--- src/rtl/vga_timing_gen.sv ---
// Parametrised VGA raster timing generator.
// Produces sync, blanking, raster position and cell coordinates for the
// maze renderer. Cell size is sampled once per frame so the grid cannot
// change while a frame is being drawn.
module vga_timing_gen #(
  parameter int H_ACTIVE = 640,
  parameter int H_FP     = 16,
  parameter int H_SYNC   = 96,
  parameter int H_BP     = 48,
  parameter int V_ACTIVE = 480,
  parameter int V_FP     = 10,
  parameter int V_SYNC   = 2,
  parameter int V_BP     = 33,
  parameter bit H_POL    = 1'b0,
  parameter bit V_POL    = 1'b0,
  parameter int CW       = 6
) (
  input  logic          Clk,
  input  logic          Rst,
  input  logic          i_En,
  input  logic [CW-1:0] i_PixelSize,
  output logic          o_HSync,
  output logic          o_VSync,
  output logic          o_HBlank,
  output logic          o_VBlank,
  output logic          o_Blank,
  output logic [9:0]    o_HPos,
  output logic [9:0]    o_VPos,
  output logic [CW-1:0] o_XPos,
  output logic [CW-1:0] o_YPos,
  output logic          o_NewLine,
  output logic          o_NewFrame,
  output logic          o_FrameDone
);

  localparam int H_TOTAL = H_ACTIVE + H_FP + H_SYNC + H_BP;
  localparam int V_TOTAL = V_ACTIVE + V_FP + V_SYNC + V_BP;

  localparam logic [9:0] H_LAST       = 10'(H_TOTAL - 1);
  localparam logic [9:0] V_LAST       = 10'(V_TOTAL - 1);
  localparam logic [9:0] H_ACT        = 10'(H_ACTIVE);
  localparam logic [9:0] V_ACT        = 10'(V_ACTIVE);
  localparam logic [9:0] H_ACT_LAST   = 10'(H_ACTIVE - 1);
  localparam logic [9:0] V_ACT_LAST   = 10'(V_ACTIVE - 1);
  localparam logic [9:0] H_SYNC_START = 10'(H_ACTIVE + H_FP);
  localparam logic [9:0] H_SYNC_END   = 10'(H_ACTIVE + H_FP + H_SYNC);
  localparam logic [9:0] V_SYNC_START = 10'(V_ACTIVE + V_FP);
  localparam logic [9:0] V_SYNC_END   = 10'(V_ACTIVE + V_FP + V_SYNC);
  localparam logic [CW-1:0] CELL_ONE  = CW'(1);

  logic [9:0]    hCntReg, hCntNext;
  logic [9:0]    vCntReg, vCntNext;
  logic [CW-1:0] xSubReg, xSubNext;
  logic [CW-1:0] ySubReg, ySubNext;
  logic [CW-1:0] xCellReg, xCellNext;
  logic [CW-1:0] yCellReg, yCellNext;
  logic [CW-1:0] rSizeReg, rSizeNext;

  logic lineEnd;
  logic frameEnd;

  assign lineEnd  = (hCntReg == H_LAST);
  assign frameEnd = lineEnd && (vCntReg == V_LAST);

  // Next-state logic: raster counters, cell sub-counters and size latch.
  always_comb begin
    hCntNext  = hCntReg;
    vCntNext  = vCntReg;
    xSubNext  = xSubReg;
    ySubNext  = ySubReg;
    xCellNext = xCellReg;
    yCellNext = yCellReg;
    rSizeNext = rSizeReg;

    if (i_En) begin
      hCntNext = lineEnd ? 10'd0 : hCntReg + 10'd1;
      if (lineEnd) begin
        vCntNext = frameEnd ? 10'd0 : vCntReg + 10'd1;
      end

      // Columns advance only across visible pixels; anywhere in the
      // horizontal blank (including the line-end step) they sit at zero
      // so the next line starts at column 0 with a fresh sub-count.
      if (hCntReg < H_ACT) begin
        if (xSubReg == rSizeReg) begin
          xSubNext  = '0;
          xCellNext = xCellReg + CELL_ONE;
        end else begin
          xSubNext  = xSubReg + CELL_ONE;
        end
      end else begin
        xSubNext  = '0;
        xCellNext = '0;
      end

      // Rows advance once per visible line; from the last visible line
      // onward they are parked at zero for the whole vertical blank.
      if (lineEnd) begin
        if (vCntReg < V_ACT_LAST) begin
          if (ySubReg == rSizeReg) begin
            ySubNext  = '0;
            yCellNext = yCellReg + CELL_ONE;
          end else begin
            ySubNext  = ySubReg + CELL_ONE;
          end
        end else begin
          ySubNext  = '0;
          yCellNext = '0;
        end
      end

      if (frameEnd) begin
        rSizeNext = i_PixelSize;
      end
    end
  end

  // State register; reset clears the raster and samples the cell size.
  always_ff @(posedge Clk) begin
    if (Rst) begin
      hCntReg  <= '0;
      vCntReg  <= '0;
      xSubReg  <= '0;
      ySubReg  <= '0;
      xCellReg <= '0;
      yCellReg <= '0;
      rSizeReg <= i_PixelSize;
    end else begin
      hCntReg  <= hCntNext;
      vCntReg  <= vCntNext;
      xSubReg  <= xSubNext;
      ySubReg  <= ySubNext;
      xCellReg <= xCellNext;
      yCellReg <= yCellNext;
      rSizeReg <= rSizeNext;
    end
  end

  assign o_HBlank    = (hCntReg >= H_ACT);
  assign o_VBlank    = (vCntReg >= V_ACT);
  assign o_Blank     = o_HBlank | o_VBlank;
  assign o_HSync     = ((hCntReg >= H_SYNC_START) && (hCntReg < H_SYNC_END)) ? H_POL : ~H_POL;
  assign o_VSync     = ((vCntReg >= V_SYNC_START) && (vCntReg < V_SYNC_END)) ? V_POL : ~V_POL;
  assign o_HPos      = hCntReg;
  assign o_VPos      = vCntReg;
  assign o_XPos      = xCellReg;
  assign o_YPos      = yCellReg;
  assign o_NewLine   = (hCntReg == 10'd0);
  assign o_NewFrame  = (hCntReg == 10'd0) && (vCntReg == 10'd0);
  assign o_FrameDone = (hCntReg == H_ACT_LAST) && (vCntReg == V_ACT_LAST);

endmodule
--- config.mk ---
export PLATFORM = sky130hd
export DESIGN_NAME = vga_timing_gen
export DESIGN_NICKNAME = d
export VERILOG_FILES = /design/src/rtl/vga_timing_gen.sv
export SDC_FILE = /design/constraint.sdc
export NUM_CORES = 1
export LEC_CHECK = 0
export CAP_MARGIN = 20
export CORE_MARGIN = 2
export CORE_UTILIZATION = 47
export DETAILED_ROUTE_END_ITERATION = 7
export PLACE_DENSITY = 0.76
export SLEW_MARGIN = 20
export SYNTH_ARGS = -nofsm -noshare
export SYNTH_HDL_FRONTEND = slang
export SYNTH_SLANG_ARGS = --single-unit
--- constraint.sdc ---
create_clock -name Clk -period 2 [get_ports Clk]
set_input_delay 0.5 -clock Clk [delete_from_list [all_inputs] [get_ports Clk]]
set_output_delay 0.5 -clock Clk [all_outputs]
set_load 0.05 [all_outputs]
==> reports/qor.txt <==
Number of global-route vias before repair = 2306
Final setup viols = 4
Ports = 49
Outcome = finished with violations
Vias post-DR = 2505
Post-synth EDFFs = 6
Hold_ws = 487 ps
Top FF cell, synth = dfxtp_1
Nets = 392
Failing checks = negative setup slack
DRC Markers = 0
Die outline height = 77.4 um
Max_slew headroom = 73.8%
Area contributors post-synth = dfxtp_1 (35%), xor2_1 (8.3%), edfxtp_1 (7.1%), nor2_1 (5.2%), o21ai_0 (4.2%)
CP Capture Type = output port
LEAKAGE = 1.55 nW
Buffers on Ports = 48
First-pass GRT wire length = 10800 um
DRT Wirelength = 6710 um
RSZ-0062 raised after global routing = yes
Setup ws final = -143 ps
Slew Viols, Final = 0
Grt total ovfl = 0
Cell taking the most area after synthesis = dfxtp_1
Xor-xnor portion of the synthesized cell area = 11.1%
Gr usage total = 22.5%
Worst-Skew Late Latency = 310 ps
Fin Setup TNS = -310 ps
Sequential share of the synthesized area = 41.9%
H-tree Lvls = 2
Yosys reg bits = 50
Antenna Cells = 0
Hold path startpoint = o_XPos[5]
Core area = 5140 um2
Max-Cap Viols = 0
Type of the tightest min-delay check = reg -> reg
Mux contribution to synthesized area = 1.63%
Hold_buf cts = 0
DP Wirelength = 4710 um
Vias per cell = 5.62
Critical Path RT = 1500 ps
CTS tree = built
DIE AREA = 5990 um2
Pin count of the biggest net entering global routing = 16
Clock sinks = 50
Startpoint types = register
Crit Path Class = reg -> out
Clock tree buffer depth = 2
Maximum clock frequency = 467 MHz
DIE WIDTH = 77.4 um
Layout cells sized above 1 = 33.8%
Final ANT Viol Nets = 0
Post-synth top cells = dfxtp_1 (44), nor2_1 (35), xor2_1 (24), nand2_1 (22), o21ai_0 (21)
Core Rows = 26
Most common cell in the netlist = dfxtp_1
Syn avg cell area = 8.67 um2
Pre-CTS WS = -434 ps
Avg WL per Cell = 15.1 um
Largest family of logic cells by synthesized area = simple AND/OR/NAND/NOR gates
Max FO, Critical Path = 4
FFs w/ async S/R, synth = 0%
Initial antenna violation count = 0
Initial DRC count = 142
Cell variety after synth = 42
Reg clk slew, reported paths = 90 ps
CP Launch Point = o_HPos[1]
Clock root buffer = clkbuf_8
Slew @ Worst Pin = 389 ps
Simple-gate share of the synthesized area = 25.9%
Drt pass-1 iters = 5
Post-synthesis adder-cell area fraction = 3.95%
Arr. time, crit path = 1640 ps
PwrDens = 556 nW/um2
Fin crit share = 107%
CP max-delay cell = dfxtp_4
Cts bufs inserted = 5
Clock Skew = 5.36 ps
Worst path cell trace = ha_4 -> nand2_2 -> nor3_2 -> nand4_1 -> nor4_4 -> buf_12
Fin. Hold Viols = 0
Yosys Warn Count = 0
Compound-gate portion of the synthesized area = 12.4%
Synth top area share = 34.8%
Final Critical Period = 2140 ps
Maximum vdd drop = 0.425 mV
Starting Density = 49.3%
Largest stage delay on the critical path = 380 ps
Synthesis-to-finish area growth = 43.4%
Mapped Nets = 309
RD Place Congestion = 0.828
RR Startpoint = o_HPos[1]
Post-synthesis cell count = 292
Mapped Area = 2530 um2
## registers in the layout, summed over array words and instances, names as in the netlist
signal,flops
o_HPos,10
o_VPos,10
o_XPos,6
o_YPos,6
rSizeReg,6
xSubReg,6
ySubReg,6
## metrics by stage
stage	power (mW)	instance area, um2	std cells	util, %
detailed placement	1.32	3390	430	66.0
global placement	1.32	3390	430	66.0
CTS	2.03	3580	446	69.6
finish	2.02	3630	446	70.6
floorplan	1.21	2670	292	-
global route	2.09	3630	446	70.6
## cells by family (layout without fill, tap and decap cells)
| family | after synthesis | count (layout) |
|---|---|---|
| xor+xnor | 32 | 32 |
| simple gates | 127 | 127 |
| mux | 4 | 4 |
| buf+inv | 21 | 105 |
| flops | 50 | 50 |
| fa+ha+maj | 8 | 8 |
| compound gates | 50 | 50 |
## power by group
part	switching (mW)	total (mW)	internal, mW
combinational	0.131	0.257	0.126
sequential	0.0224	1.05	1.03
clock	0.344	0.712	0.369
## cell type report
cell class              count  area [um2]
clock buffers               5        68.8
repair buffers             85         761
well taps                  70        87.6
inverters                  12        45.0
fillers                   405        1510
clock inverters             3        40.0
flip-flops and latches     50        1100
multi-input cells         221        1530
## final timing paths
| kind | endpoint | slack (ps) | depth (start not counted) |
|---|---|---|---|
| min reg2reg | o_XPos[5] | 490 | 1 |
| max | o_FrameDone | -140 | 6 |
| min | o_XPos[5] | 490 | 1 |
| max reg2reg | o_YPos[4] | 80 | 6 |
## critical path, delay by kind of cell, from the launching register on
kind | cells | cell delay, ps
flops | 1 | 380
buf+inv | 1 | 180
fa+ha+maj | 1 | 150
simple gates | 4 | 610
## layout by cell type (no fill, tap or decap), types with 7 or more instances in the layout
master            n
and3_1           10
buf_12            8
buf_4            68
clkdlybuf4s50_1   7
dfxtp_1          26
dfxtp_2          10
dfxtp_4           8
ha_1              7
inv_1            11
nand2_1          21
nand3_1          18
nand4_1           9
nor2_1           33
o21ai_0          19
o31ai_1           7
xnor2_1           8
xor2_1           24
## timing repair
item / in CTS / in global routing
setup buffers: 8 / 0
gates resized for setup: 6 / 13
endpoints found under the setup margin: 11 / 6
pin swaps: 4 / 4
## metal layers
metal / up-vias / global-route usage, % / share of wire, %
met5: - / 0 / 0
met4: 0 / 5.54 / 1.7
met3: 13 / 5.35 / 5.0
met2: 84 / 37.5 / 49
met1: 1204 / 29.4 / 44
li1: 1204 / - / -
Power figures use the tool's default switching activity.
